### src/rtl/mem_port_arbiter_pkg.sv
// Shared definitions for the IF/MEM unified-memory arbiter.
package mem_port_arbiter_pkg;

  localparam int unsigned WORD_LEN = 32;

  typedef enum logic [1:0] {
    IDLE    = 2'd0,
    BUS_MEM = 2'd1,
    BUS_IF  = 2'd2
  } arb_state_t;

  typedef struct packed {
    logic                we;
    logic [WORD_LEN-1:0] addr;
    logic [WORD_LEN-1:0] wdata;
  } bus_req_t;

endpackage

### src/rtl/mem_port_arbiter_timeout_ctr.sv
// Bus watchdog: down-counter loaded at grant, terminal count at zero.
module arb_timeout_ctr #(
  parameter int unsigned WIDTH = 7
) (
  input  logic             clk,
  input  logic             rstn,
  input  logic             load,
  input  logic             en,
  input  logic [WIDTH-1:0] load_val,
  output logic             tc
);

  logic [WIDTH-1:0] count;

  always_ff @(posedge clk) begin
    if (!rstn) begin
      count <= '0;
    end else if (load) begin
      count <= load_val;
    end else if (en && (count != '0)) begin
      count <= count - WIDTH'(1);
    end
  end

  assign tc = (count == '0);

endmodule

### src/rtl/mem_port_arbiter.sv
// Arbitrates the single-port memory bus between instruction fetch and the MEM
// stage, with MEM-streak fairness, a bus watchdog and pipeline stall generation.
//
// state   | meaning
// IDLE    | no access outstanding; arbitrate unless a done pulse is showing
// BUS_MEM | MEM-stage load/store on the bus, waiting for ack or timeout
// BUS_IF  | instruction fetch on the bus, waiting for ack or timeout
module mem_port_arbiter
  import mem_port_arbiter_pkg::*;
#(
  parameter int unsigned MAX_MEM_STREAK = 4,
  parameter int unsigned TIMEOUT_CYCLES = 64
) (
  input  logic                clk,
  input  logic                rstn,
  input  logic                mem_r_en_in,
  input  logic                mem_w_en_in,
  input  logic [WORD_LEN-1:0] mem_addr_in,
  input  logic [WORD_LEN-1:0] mem_wdata_in,
  output logic [WORD_LEN-1:0] mem_rdata_out,
  output logic                mem_done,
  input  logic                if_req,
  input  logic [WORD_LEN-1:0] if_addr,
  output logic [WORD_LEN-1:0] if_rdata,
  output logic                if_done,
  output logic                bus_req,
  output logic                bus_we,
  output logic [WORD_LEN-1:0] bus_addr,
  output logic [WORD_LEN-1:0] bus_wdata,
  input  logic [WORD_LEN-1:0] bus_rdata,
  input  logic                bus_ack,
  output logic                stall_pipe,
  output logic                stall_if,
  output logic                timeout_err
);

  localparam int unsigned ST_W = $clog2(MAX_MEM_STREAK + 1);
  localparam int unsigned TO_W = $clog2(TIMEOUT_CYCLES + 1);
  localparam logic [ST_W-1:0] STREAK_MAX = ST_W'(MAX_MEM_STREAK);

  arb_state_t          state, state_nxt;
  bus_req_t            bus_q, bus_nxt;
  logic                req_nxt, mem_done_nxt, if_done_nxt, terr_nxt;
  logic [WORD_LEN-1:0] mem_rdata_nxt, if_rdata_nxt;
  logic [ST_W-1:0]     streak, streak_nxt;
  logic                ctr_load, ctr_tc;
  logic                mem_any, if_force;

  assign mem_any  = mem_r_en_in | mem_w_en_in;
  assign if_force = if_req && (streak == STREAK_MAX);

  arb_timeout_ctr #(.WIDTH(TO_W)) u_timeout (
    .clk      (clk),
    .rstn     (rstn),
    .load     (ctr_load),
    .en       (state != IDLE),
    .load_val (TO_W'(TIMEOUT_CYCLES - 1)),
    .tc       (ctr_tc)
  );

  always_ff @(posedge clk) begin
    if (!rstn) begin
      state         <= IDLE;
      bus_q         <= '0;
      bus_req       <= 1'b0;
      mem_done      <= 1'b0;
      if_done       <= 1'b0;
      mem_rdata_out <= '0;
      if_rdata      <= '0;
      timeout_err   <= 1'b0;
      streak        <= '0;
    end else begin
      state         <= state_nxt;
      bus_q         <= bus_nxt;
      bus_req       <= req_nxt;
      mem_done      <= mem_done_nxt;
      if_done       <= if_done_nxt;
      mem_rdata_out <= mem_rdata_nxt;
      if_rdata      <= if_rdata_nxt;
      timeout_err   <= terr_nxt;
      streak        <= streak_nxt;
    end
  end

  always_comb begin
    state_nxt     = state;
    bus_nxt       = bus_q;
    req_nxt       = bus_req;
    mem_done_nxt  = 1'b0;
    if_done_nxt   = 1'b0;
    mem_rdata_nxt = mem_rdata_out;
    if_rdata_nxt  = if_rdata;
    terr_nxt      = timeout_err;
    streak_nxt    = streak;
    ctr_load      = 1'b0;
    unique case (state)
      IDLE: begin
        // The done cycle is the pipeline's turnaround; its requests are stale.
        if (!(mem_done || if_done)) begin
          if (mem_any && !if_force) begin
            state_nxt  = BUS_MEM;
            req_nxt    = 1'b1;
            bus_nxt    = '{we: mem_w_en_in, addr: mem_addr_in, wdata: mem_wdata_in};
            ctr_load   = 1'b1;
            if (!if_req)                   streak_nxt = '0;
            else if (streak != STREAK_MAX) streak_nxt = streak + ST_W'(1);
          end else if (if_req) begin
            state_nxt  = BUS_IF;
            req_nxt    = 1'b1;
            bus_nxt    = '{we: 1'b0, addr: if_addr, wdata: '0};
            ctr_load   = 1'b1;
            streak_nxt = '0;
          end
        end
      end
      BUS_MEM, BUS_IF: begin
        if (bus_ack || ctr_tc) begin
          state_nxt = IDLE;
          req_nxt   = 1'b0;
          if (!bus_ack) terr_nxt = 1'b1;
          if (state == BUS_MEM) begin
            mem_done_nxt  = 1'b1;
            mem_rdata_nxt = (bus_ack && !bus_q.we) ? bus_rdata : '0;
          end else begin
            if_done_nxt  = 1'b1;
            if_rdata_nxt = bus_ack ? bus_rdata : '0;
          end
        end
      end
      default: state_nxt = IDLE;
    endcase
  end

  assign bus_we     = bus_q.we;
  assign bus_addr   = bus_q.addr;
  assign bus_wdata  = bus_q.wdata;
  assign stall_pipe = mem_any & ~mem_done;
  assign stall_if   = stall_pipe | (if_req & ~if_done);

endmodule

### config.mk
export PLATFORM = sky130hd
export DESIGN_NAME = mem_port_arbiter
export DESIGN_NICKNAME = d
export VERILOG_FILES = /design/src/rtl/mem_port_arbiter_pkg.sv /design/src/rtl/mem_port_arbiter_timeout_ctr.sv /design/src/rtl/mem_port_arbiter.sv
export SDC_FILE = /design/constraint.sdc
export NUM_CORES = 1
export LEC_CHECK = 0
export CORE_ASPECT_RATIO = 1.1
export CORE_MARGIN = 2
export CORE_UTILIZATION = 34
export CTS_CLUSTER_DIAMETER = 100
export CTS_CLUSTER_SIZE = 14
export DETAILED_ROUTE_END_ITERATION = 8
export GPL_ROUTABILITY_DRIVEN = 0
export PLACE_DENSITY = 0.7
export SYNTH_ARGS = -nofsm -noshare
export SYNTH_HDL_FRONTEND = slang
export SYNTH_SLANG_ARGS = --single-unit
### constraint.sdc
create_clock -name clk -period 3.8 [get_ports clk]
set_input_delay 0.76 -clock clk [delete_from_list [all_inputs] [get_ports clk]]
set_output_delay 0.76 -clock clk [all_outputs]
set_load 0.02 [all_outputs]
# Word level (Yosys, flattened, before mapping)
# Index checks and enable logic that the tools add are counted.
[word_totals]
reg_bits = 145
latch_bits = 0
mem_bits_rw = 0
mem_bits_ro = 0
inputBits = 134
out_inout_bits = 135
wordCells = 84
memories = 0
[classes]
add_sub_neg = 2
n_mul = 0
n_div = 0
magnitude_cmp = 0
eq_ne = 8
n_shift = 0
n_mux = 26
n_bitwise = 10
reduce_logical = 25
[ops]
columns = ["cell", "n"]
rows = [
  ["2-to-1 mux 65 bit", 2],
  ["2-to-1 mux 32 bit", 2],
  ["AND reduction 3 bit", 6],
  ["2-to-1 mux 3 bit", 4],
  ["2-to-1 mux 6 bit", 2],
  ["2-to-1 mux 1 bit", 10],
  ["2-to-1 mux 2 bit", 4],
  ["AND reduction 4 bit", 2],
  ["nonzero test 2 bit", 4],
  ["logical NOT 7 bit", 1],
  ["nonzero test 7 bit", 1],
  ["subtractor 7 x 1 -> 7 bit (second input constant)", 1],
  ["!= test 3 bit (second input constant)", 2],
  ["inverter 1 bit", 6],
  ["logical AND 1 bit", 4],
  ["!= test 2 bit (second input constant)", 2],
  ["one-hot mux 2 bit (2 select lines)", 1],
  ["OR reduction 2 bit", 2],
  ["adder 3 x 1 -> 3 bit (second input constant)", 1],
  ["== test 3 bit (second input constant)", 1],
  ["!= test 3 x 2 -> 1 bit (second input constant)", 1],
  ["bitwise AND 1 bit", 2],
  ["== test 2 x 1 -> 1 bit (second input constant)", 1],
  ["== test 2 bit (second input constant)", 1],
  ["5 further kinds", 8],
]

# Longest topological paths before layout
# Gate-level depths: netlist (run 1).
[depth]
depth_word = 8
depth_mapped = 8
ltp_nobuf = 6

# Cells and area by module
# Synthesis (run 1) repeated with hierarchy kept, for this count alone.
[hier_totals]
hier_cells = 662
hier_area_um2 = 6284.8
[by_module_without_submodules]
columns = ["mod", "n_inst", "cells_per_inst", "area_each_um2", "seq_area_each_um2"]
rows = [
  ["mem_port_arbiter", 1, 615, 5865.6, 2762.6],
  ["arb_timeout_ctr", 1, 47, 419.2, 140.1],
]

# Least setup slack after synthesis (run 1)
# OpenSTA, ideal clock, no wires.
[synth_timing]
path_type = "input-to-reg"
startpoint = "in if_req"
endpoint = "reg bus_q, in the netlist bus_wdata[10]"
setup_ns = 0.117
t_arrival_ns = 2.011
required_time_ns = 3.683
path_slack_ns = 1.672
cell_stages = 7
n_path_buf = 3
path_cell_list = "or3_4 and3_1 buf_6 and3_4 buf_6 buf_6 a22o_1"
[synth_between]
elab_chain_len = 5
elab_cells_between_ends = 6
classes_between = "mux (1); reduce/logical (5)"
[synth_rtl]
columns = ["item", "line", "text"]
rows = [
  ["from (decl)", "mem_port_arbiter.sv:22", "input logic if_req,"],
  ["logical AND 1 bit", "mem_port_arbiter.sv:50", "assign if_force = if_req && (streak == STREAK_MAX);"],
  ["logical NOT 1 bit", "mem_port_arbiter.sv:100", "if (mem_any && !if_force) begin"],
  ["logical AND 1 bit", "mem_port_arbiter.sv:100", ""],
  ["nonzero test 2 bit (no line)", "--", ""],
  ["AND reduction 3 bit (no line)", "--", ""],
  ["to (signal assigned)", "mem_port_arbiter.sv:74", "bus_q <= bus_nxt;"],
  ["to (decl)", "mem_port_arbiter.sv:42", "bus_req_t bus_q, bus_nxt;"],
]
# Several ways; a longest one is shown, not always the timed one.
# A chain may end at the register's enable or synchronous reset.

# Final worst setup path (run 1)
[layout_timing]
startpoint = "in mem_w_en_in"
endpoint = "out stall_if"
[layout_between]
elab_chain_len = 3
[layout_rtl]
columns = ["item", "line", "text"]
rows = [
  ["from (decl)", "mem_port_arbiter.sv:17", "input logic mem_w_en_in,"],
  ["OR 1 bit", "mem_port_arbiter.sv:49", "assign mem_any = mem_r_en_in | mem_w_en_in;"],
  ["bitwise AND 1 bit", "mem_port_arbiter.sv:137", "assign stall_pipe = mem_any & ~mem_done;"],
  ["OR 1 bit", "mem_port_arbiter.sv:138", "assign stall_if = stall_pipe | (if_req & ~if_done);"],
  ["to (decl)", "mem_port_arbiter.sv:33", "output logic stall_if,"],
]
# Every way passes these cells.

==> results of run 1 <==
[routing by layer]
layer,global-route usage,vias to the layer above,routed length (um),part of all wire
met3,0.06524,29,1454,0.088
li1,-,2446,-,-
met5,0,-,0,0
met4,0.07778,0,378,0.023
met1,0.2096,2387,6574,0.40
met2,0.3318,228,8040,0.49
[power groups by stage]
stage / registers [mW] / clock network [mW] / logic (mW)
floorplan: 2.05 / 0 / 0.469
global placement: 1.84 / 0 / 1.22
detailed placement: 1.85 / 0 / 1.24
CTS: 1.82 / 1.62 / 1.24
global route: 1.85 / 1.69 / 1.32
finish: 1.83 / 1.59 / 1.24
[logic make-up after synthesis]
logic type / count (synthesis) / share of synthesized area
compound gates: 162 / 0.2018
simple gates: 107 / 0.09161
flops: 145 / 0.5248
buf+inv: 51 / 0.05089
xor+xnor: 1 / 0.001584
mux: 64 / 0.1158
fa+ha+maj: 6 / 0.01357
[worst max-delay path by stage]
stage | from | to | slack, ns | depth (start not counted)
floorplan | if_req | bus_wdata[10]$_SDFFE_PN0P_ | 1.67 | 7
detailed placement | mem_w_en_in | stall_if | 0.78 | 4
global placement | mem_w_en_in | stall_if | 0.80 | 4
CTS | mem_w_en_in | stall_if | 0.78 | 4
global route | if_req | stall_if | 0.72 | 4
finish | mem_w_en_in | stall_if | 0.77 | 4
[worst max-delay path: cells and delay by family]
kind | cells | cell delay (ns)
buffers and inverters | 2 | 1.02
and+or+nand+nor | 1 | 0.34
AOI/OAI and AO/OA | 1 | 0.15
[registers in the layout, summed over array words and instances (netlist names)]
name,flops
state,2
mem_done,1
bus_addr,32
streak,3
if_rdata,32
bus_we,1
bus_wdata,32
mem_rdata_out,32
u_timeout.count,7
timeout_err,1
if_done,1
bus_req,1
[per-stage QoR]
| stage | hold slack, ns | cell area (um2) | std cells | setup WS, ns | total power, mW |
|---|---|---|---|---|---|
| after global routing | 0.4734 | 8871 | 1005 | 0.7175 | 4.865 |
| after CTS | 0.4601 | 8871 | 1005 | 0.7818 | 4.694 |
| after global placement | 0.4428 | 8307 | 973 | 0.7993 | 3.060 |
| after floorplan | 0.4496 | 5532 | 536 | 1.672 | 2.516 |
| final | 0.4573 | 8871 | 1005 | 0.7736 | 4.649 |
| after detailed placement | 0.4516 | 8307 | 973 | 0.7792 | 3.091 |
[cell usage in the layout, fill, tap and decap left out, drive strengths merged, types with 3 or more instances in the layout]
cell           count
clkdlybuf4s50    267
dfxtp            145
nand2             72
a22o              65
mux2i             64
a21oi             45
o21ai             34
clkbuf            20
inv               14
nor2              11
buf                9
ha                 6
clkinv             6
nand2b             3
nor4               3
nor3               3
clkinvlp           3
o21a               3
and3               3
[final cells by class]
type | count | area [um2] | area share
sequential | 145 | 2903 | 0.3272
multi-input combinational | 340 | 2359 | 0.2659
inverter | 12 | 45.04 | 0.005078
timing repair buffer | 276 | 2750 | 0.3100
clock buffer | 20 | 456.7 | 0.05148
clock inverter | 12 | 107.6 | 0.01213
tap | 200 | 250.2 | 0.02821
==> impl_metrics.json, run 1 <==
{
  "grt_usage": 0.1888,
  "p_sw_frac": 0.3028,
  "async_flop_share": 0,
  "r2r_slack_ns": 1.61,
  "routed_wl_um": 16450,
  "crit_required_ns": 3.04,
  "synth_warnings": 0,
  "final_hold_viol_count": 0,
  "hp-class": "reg2reg",
  "detail-route-antenna-nets": 0,
  "setup_viol": 0,
  "insertion_delay_ns": 0.42,
  "ys_ff_latch": 145,
  "cp-start-kind": "primary input",
  "cts_inserted_buffers": 17,
  "power_frac_clock": 0.342,
  "synth.largest_area_cell": "dfxtp_1",
  "p_leak_nw": 3.434,
  "slowest_delay_ns": 0.58,
  "period_share": 0.7964,
  "syn2layout_area_growth_pct": 60.37,
  "grt_pass1_vias": 5262,
  "syn_nets": 676,
  "vias_per_cell": 5.065,
  "path_class": "in2out",
  "cts_tree": "done",
  "design.core.area_mm2": 0.01580,
  "fin_crit_ns": 3.026,
  "grt_antenna_before_repair": 0,
  "firstDrtPassIters": 4,
  "syn_avg_cell_area_um2": 10.32,
  "cp.arrival_ns": 2.27,
  "combPwrFrac": 0.266,
  "r2r_end": "mem_rdata_out[22]$_SDFFE_PN0P_",
  "grt_pass1_wl_um": 26160,
  "outcome": "finished clean",
  "yosysSeqAreaShare": 0.5248,
  "dr_total_vias": 5090,
  "hold_path_depth": 2,
  "synth_area_mm2": 0.005532,
  "cpMostUsedCell": "clkdlybuf4s50_1",
  "synth_edf_count": 0,
  "ys.flop_type": "dfxtp_1",
  "cts_buffer_depth": 2,
  "p_per_area_mw_per_mm2": 524.1,
  "fin_worst_skew_ns": 0.009980,
  "yosysMostFrequentCell": "dfxtp_1",
  "drive_above_1_share": 0.06708,
  "ir_drop_v": 0.0002626,
  "io-pin-count": 269,
  "yosysTopAreaCellShare": 0.5248,
  "synth.area.top_cells": "dfxtp_1 52%, mux2i_1 12%, a22o_1 10%",
  "utilization": 0.5616,
  "dpl.hpwl_um": 11880,
  "cts_setup_buffers": 0,
  "finalMaxSlewViolations": 0,
  "cp_slowest_cell": "clkdlybuf4s50_1",
  "port_buffers": 268,
  "clock-sinks": 145,
  "path_clk_slew_ns": 0.06,
  "fillerInstances": 1374,
  "max_freq_ghz": 0.3304,
  "relSlewSlack": 0.5451,
  "pwr-share-seq": 0.393,
  "synth_top_cells_by_count": "145 x dfxtp_1, 72 x nand2_1, 65 x a22o_1",
  "internal-power_mw": 3.241,
  "start_util": 0.3502,
  "htree_levels": 4,
  "initialDrtViolationCount": 187,
  "setup_tns_ns": 0,
  "synth_cells": 536,
  "drc": 0,
  "rows": 48,
  "worstPathMaxFanout": 3,
  "cts-root-buf": "clkbuf_16",
  "cts_resized": 0,
  "final_nets": 932,
  "switching_power_mw": 1.408,
  "drt-wirelength-per-cell_um": 16.37,
  "dieArea_mm2": 0.01731,
  "cap_viol_max_count": 0,
  "worst_setup_path_end_kind": "primary output",
  "r2r_start": "u_timeout.count[0]$_SDFFE_PN0P_",
  "die_x_um": 125.6,
  "holdBufCountCts": 0,
  "fp.dieH_um": 137.8,
  "reg2regPathDepth": 7,
  "grt_max_degree": 69,
  "antennaDiodeCount": 0,
  "worst_slew_pin_slew_ns": 0.6824,
  "worstHoldStart": "mem_rdata_out[26]$_SDFFE_PN0P_",
  "min_to": "mem_rdata_out[26]$_SDFFE_PN0P_",
  "rsz0062_at_grt": "no",
  "path_cells": "clkdlybuf4s50_1, nor2_1, o22ai_1, clkdlybuf4s50_1",
  "overflow": 0,
  "yosys.cell_types.count": 48
}
No activity file was read; power rests on OpenSTA's default activity.
==> run 2: changes to the inputs <==
Settings changed: PLACE_DENSITY 0.7 to 0.73.
Clock period 3.8 ns to 2.6 ns, I/O delays scaled along.
==> impl_metrics.json, run 2 (synthesis results as in run 1) <==
{
  "worst_slew_pin_slew_ns": 0.6522,
  "grt_pass1_wl_um": 26510,
  "pre_cts_ws_ns": 0.1038,
  "initialDrtViolationCount": 193,
  "crit_buf_inv": 2,
  "insertion_delay_ns": 0.41,
  "grt_pass1_vias": 5191,
  "finalMaxSlewViolations": 0,
  "max_freq_ghz": 0.4024,
  "reg2regPathDepth": 7,
  "worst_slack_ns": 0.1147,
  "fin_crit_ns": 2.485,
  "path_class": "in2out",
  "firstDrtPassIters": 4,
  "fp.dieH_um": 137.8,
  "power_frac_clock": 0.350,
  "worst_setup_path_end_kind": "primary output",
  "fillerInstances": 1396,
  "dpl.hpwl_um": 12620,
  "port_buffers": 268,
  "endpoint": "stall_if",
  "worstSetupPathDepth": 4,
  "vias_per_cell": 5.061,
  "rows": 48,
  "design.core.area_mm2": 0.01580,
  "cts-root-buf": "clkbuf_16",
  "place_area_mm2": 0.008334,
  "drc": 0,
  "outcome": "finished clean",
  "path_delay_family": "buffers and inverters",
  "slowest_delay_ns": 0.55,
  "syn2layout_area_growth_pct": 61.30,
  "cp.arrival_ns": 1.97,
  "io-pin-count": 269,
  "relSlewSlack": 0.5652,
  "rsz0062_at_grt": "no",
  "period_share": 0.9559,
  "fin_worst_skew_ns": 0.01344,
  "internal-power_mw": 4.853,
  "finish.instance_area_mm2": 0.008922,
  "routed_wl_um": 17090,
  "dr_total_vias": 5091,
  "start_util": 0.3502,
  "antennaDiodeCount": 0,
  "path_cells": "clkdlybuf4s50_1, nor2_1, o22ai_1, clkdlybuf4s50_1",
  "holdBufCountCts": 0,
  "grt_usage": 0.1917,
  "crit_required_ns": 2.08,
  "cts_setup_buffers": 0,
  "r2r_slack_ns": 0.43,
  "drive_above_1_share": 0.06700,
  "grt_max_degree": 67,
  "most-common-layout-cells": "267 x clkdlybuf4s50_1, 145 x dfxtp_1, 72 x nand2_1, 65 x a22o_1, 64 x mux2i_1",
  "cp-startpoint": "mem_w_en_in",
  "drt-wirelength-per-cell_um": 16.98,
  "p_leak_nw": 3.460,
  "cp-start-kind": "primary input",
  "cp_slowest_cell": "clkdlybuf4s50_1",
  "worstHoldStart": "mem_rdata_out[31]$_SDFFE_PN0P_",
  "path_clk_slew_ns": 0.06,
  "detail-route-antenna-nets": 0,
  "cts_buffer_depth": 2,
  "pwr-share-seq": 0.386,
  "grt_antenna_before_repair": 0,
  "p_per_area_mw_per_mm2": 774.9,
  "r2r_start": "u_timeout.count[0]$_SDFFE_PN0P_",
  "dieArea_mm2": 0.01731,
  "final_common_cell": "clkdlybuf4s50_1",
  "cts_inserted_buffers": 17,
  "overflow": 0,
  "cts_tree": "done",
  "worstPathMaxFanout": 3,
  "cap_viol_max_count": 0,
  "r2r_end": "if_rdata[1]$_SDFFE_PN0P_",
  "utilization": 0.5649,
  "setup_viol": 0,
  "switching_power_mw": 2.061,
  "hp-class": "reg2reg",
  "final_nets": 934,
  "cpMostUsedCell": "clkdlybuf4s50_1",
  "setup_tns_ns": 0,
  "cts_resized": 0,
  "p_sw_frac": 0.2981,
  "combPwrFrac": 0.264,
  "clock-sinks": 145,
  "die_x_um": 125.6,
  "final_hold_viol_count": 0,
  "ir_drop_v": 0.0004929,
  "htree_levels": 4
}
run 2: through the flow:
| stage | total power [mW] | hold WS, ns | cells |
|---|---|---|---|
| CTS | 6.968 | 0.4554 | 1006 |
| finish | 6.914 | 0.4608 | 1006 |
| global route | 7.226 | 0.4708 | 1006 |
| global placement | 4.482 | 0.4424 | 975 |
| detailed placement | 4.538 | 0.4498 | 975 |
| floorplan | 3.677 | 0.4496 | 536 |
run 2: worst min-delay path by stage:
stage / to / depth (start not counted)
floorplan: streak[2]$_SDFFE_PN0P_ / 2
global placement: mem_rdata_out[11]$_SDFFE_PN0P_ / 2
detailed placement: mem_rdata_out[31]$_SDFFE_PN0P_ / 2
CTS: streak[2]$_SDFFE_PN0P_ / 3
global route: state[0]$_SDFFE_PN0P_ / 3
finish: mem_rdata_out[31]$_SDFFE_PN0P_ / 2
run 2: routing by layer:
| layer | GRT usage | wire, um | up-vias |
|---|---|---|---|
| met2 | 0.3423 | 8498 | 218 |
| met3 | 0.06680 | 1471 | 21 |
| met4 | 0.07160 | 380 | 0 |
| met1 | 0.2108 | 6735 | 2407 |
| li1 | - | - | 2445 |
| met5 | 0 | 0 | - |
run 2: final cells by class:
| class | instances | area (um2) | area share |
|---|---|---|---|
| clock buffers | 21 | 460.4 | 0.05161 |
| flip-flops and latches | 145 | 2903 | 0.3253 |
| clock inverters | 10 | 127.6 | 0.01430 |
| multi-input cells | 340 | 2359 | 0.2643 |
| inverters | 12 | 45.04 | 0.005048 |
| repair buffers | 278 | 2778 | 0.3113 |
| well taps | 200 | 250.2 | 0.02805 |
run 2: power groups by stage:
stage	clock network, mW	registers [mW]	logic, mW
3_5_place_dp	0	2.71	1.83
3_3_place_gp	0	2.70	1.78
4_1_cts	2.46	2.67	1.84
5_1_grt	2.57	2.70	1.95
6_report	2.42	2.67	1.83
2_1_floorplan	0	2.99	0.686
run 2: worst min-delay path, delay by kind of cell (launching register included):
family / cells / cell delay (ns)
flip-flops: 1 / 0.31
AND/OR/NAND/NOR: 1 / 0.05
multiplexers: 1 / 0.05
==> run 3: changes to the inputs <==
Settings changed: CTS_BUF_LIST from default to sky130_fd_sc_hd__clkbuf_8 sky130_fd_sc_hd__clkbuf_16, CTS_CLUSTER_SIZE 14 to 20, SLEW_MARGIN from default to 20.
==> impl_metrics.json, run 3 (synthesis results as in run 1) <==
{
  "path_delay_family": "buffers and inverters",
  "worstPathMaxFanout": 3,
  "worst_setup_path_end_kind": "primary output",
  "cp.arrival_ns": 1.97,
  "cap_viol_max_count": 0,
  "most-common-layout-cells": "267 x clkdlybuf4s50_1, 145 x dfxtp_1, 72 x nand2_1, 65 x a22o_1, 64 x mux2i_1",
  "dieArea_mm2": 0.01731,
  "die_x_um": 125.6,
  "hp-class": "reg2reg",
  "start_util": 0.3502,
  "setup_viol": 0,
  "holdBufCountCts": 0,
  "relSlewSlack": 0.5706,
  "path_class": "in2out",
  "insertion_delay_ns": 0.41,
  "cts_buffer_depth": 2,
  "final_nets": 934,
  "cp_slowest_cell": "clkdlybuf4s50_1",
  "antennaDiodeCount": 0,
  "grt_usage": 0.1917,
  "overflow": 0,
  "reg2regPathDepth": 7,
  "path_clk_slew_ns": 0.06,
  "ir_drop_v": 0.0004916,
  "worst_slew_pin_slew_ns": 0.6441,
  "design.core.area_mm2": 0.01580,
  "routed_wl_um": 17040,
  "syn2layout_area_growth_pct": 61.30,
  "grt_pass1_wl_um": 26510,
  "cpMostUsedCell": "clkdlybuf4s50_1",
  "p_leak_nw": 3.469,
  "path_cells": "clkdlybuf4s50_1, nor2_1, o22ai_1, clkdlybuf4s50_1",
  "detail-route-antenna-nets": 0,
  "cts-root-buf": "clkbuf_16",
  "worstSetupPathDepth": 4,
  "outcome": "finished clean",
  "cts_inserted_buffers": 17,
  "dpl.hpwl_um": 12620,
  "cts_setup_buffers": 0,
  "port_buffers": 268,
  "fin_crit_ns": 2.485,
  "firstDrtPassIters": 4,
  "drive_above_1_share": 0.06700,
  "rsz0062_at_grt": "no",
  "p_per_area_mw_per_mm2": 773.6,
  "drt-wirelength-per-cell_um": 16.93,
  "grt_antenna_before_repair": 0,
  "finalMaxSlewViolations": 0,
  "final_common_cell": "clkdlybuf4s50_1",
  "dr_total_vias": 5082,
  "crit_required_ns": 2.08,
  "grt_max_degree": 67,
  "io-pin-count": 269,
  "period_share": 0.9558,
  "final_hold_viol_count": 0,
  "layoutNonFillerInstCount": 1006,
  "fp.dieH_um": 137.8,
  "cts_resized": 0,
  "initialDrtViolationCount": 195,
  "slowest_delay_ns": 0.55,
  "crit_buf_inv": 2,
  "setup_tns_ns": 0,
  "fillerInstances": 1396,
  "htree_levels": 4,
  "max_freq_ghz": 0.4024,
  "hold_path_depth": 2,
  "cp-start-kind": "primary input",
  "drc": 0,
  "cts_tree": "done",
  "vias_per_cell": 5.052,
  "placed_cells": 975,
  "rows": 48,
  "grt_pass1_vias": 5191,
  "fin_worst_skew_ns": 0.01298,
  "clock-sinks": 145
}
run 3: where the power goes:
part / leakage [nW] / internal, mW / switching [mW]
sequential: 1.19 / 2.50 / 0.170
clock: 0.294 / 1.47 / 0.940
combinational: 1.99 / 0.876 / 0.947
total: 3.47 / 4.84 / 2.06
run 3: layer usage:
metal | vias to the layer above | track usage | routed length (um)
met5 | - | 0 | 0
li1 | 2445 | - | -
met2 | 213 | 0.3423 | 8498
met1 | 2403 | 0.2108 | 6690
met3 | 21 | 0.06680 | 1465
met4 | 0 | 0.07160 | 380
run 3: final cells by class:
| cell class | count | area (um2) | area share |
|---|---|---|---|
| Sequential cell | 145 | 2903 | 0.3253 |
| Timing Repair Buffer | 278 | 2778 | 0.3113 |
| Multi-Input combinational cell | 340 | 2359 | 0.2643 |
| Clock buffer | 19 | 452.9 | 0.05076 |
| Tap cell | 200 | 250.2 | 0.02805 |
| Clock inverter | 12 | 135.1 | 0.01515 |
| Inverter | 12 | 45.04 | 0.005048 |
run 3: worst paths after layout:
kind,startpoint,to,slack (ns)
worst min-delay path,mem_rdata_out[31]$_SDFFE_PN0P_,mem_rdata_out[31]$_SDFFE_PN0P_,0.46
worst max-delay path,mem_w_en_in,stall_if,0.11
worst min register to register,mem_rdata_out[31]$_SDFFE_PN0P_,mem_rdata_out[31]$_SDFFE_PN0P_,0.46
worst max register to register,u_timeout.count[0]$_SDFFE_PN0P_,if_rdata[1]$_SDFFE_PN0P_,0.45
run 3: per-stage QoR:
step	setup WS, ns	hold WS (ns)	power [mW]	area, um2	utilization
final	0.1149	0.4608	6.902	8922	0.5649
after global routing	0.05329	0.4708	7.218	8922	0.5649
after CTS	0.09440	0.4554	6.960	8922	0.5649
after detailed placement	0.1038	0.4498	4.538	8334	0.5276
after global placement	0.1101	0.4424	4.482	8334	0.5276
after floorplan	0.7123	0.4496	3.677	5532	-
run 3: worst reg2reg max path, delay by kind of cell (launching register included):
family,cells,cell delay [ns]
buffers and inverters,2,0.33
adders and majority gates,1,0.20
AOI/OAI and AO/OA,3,0.74
DFF,1,0.33
and+or+nand+nor,1,0.46
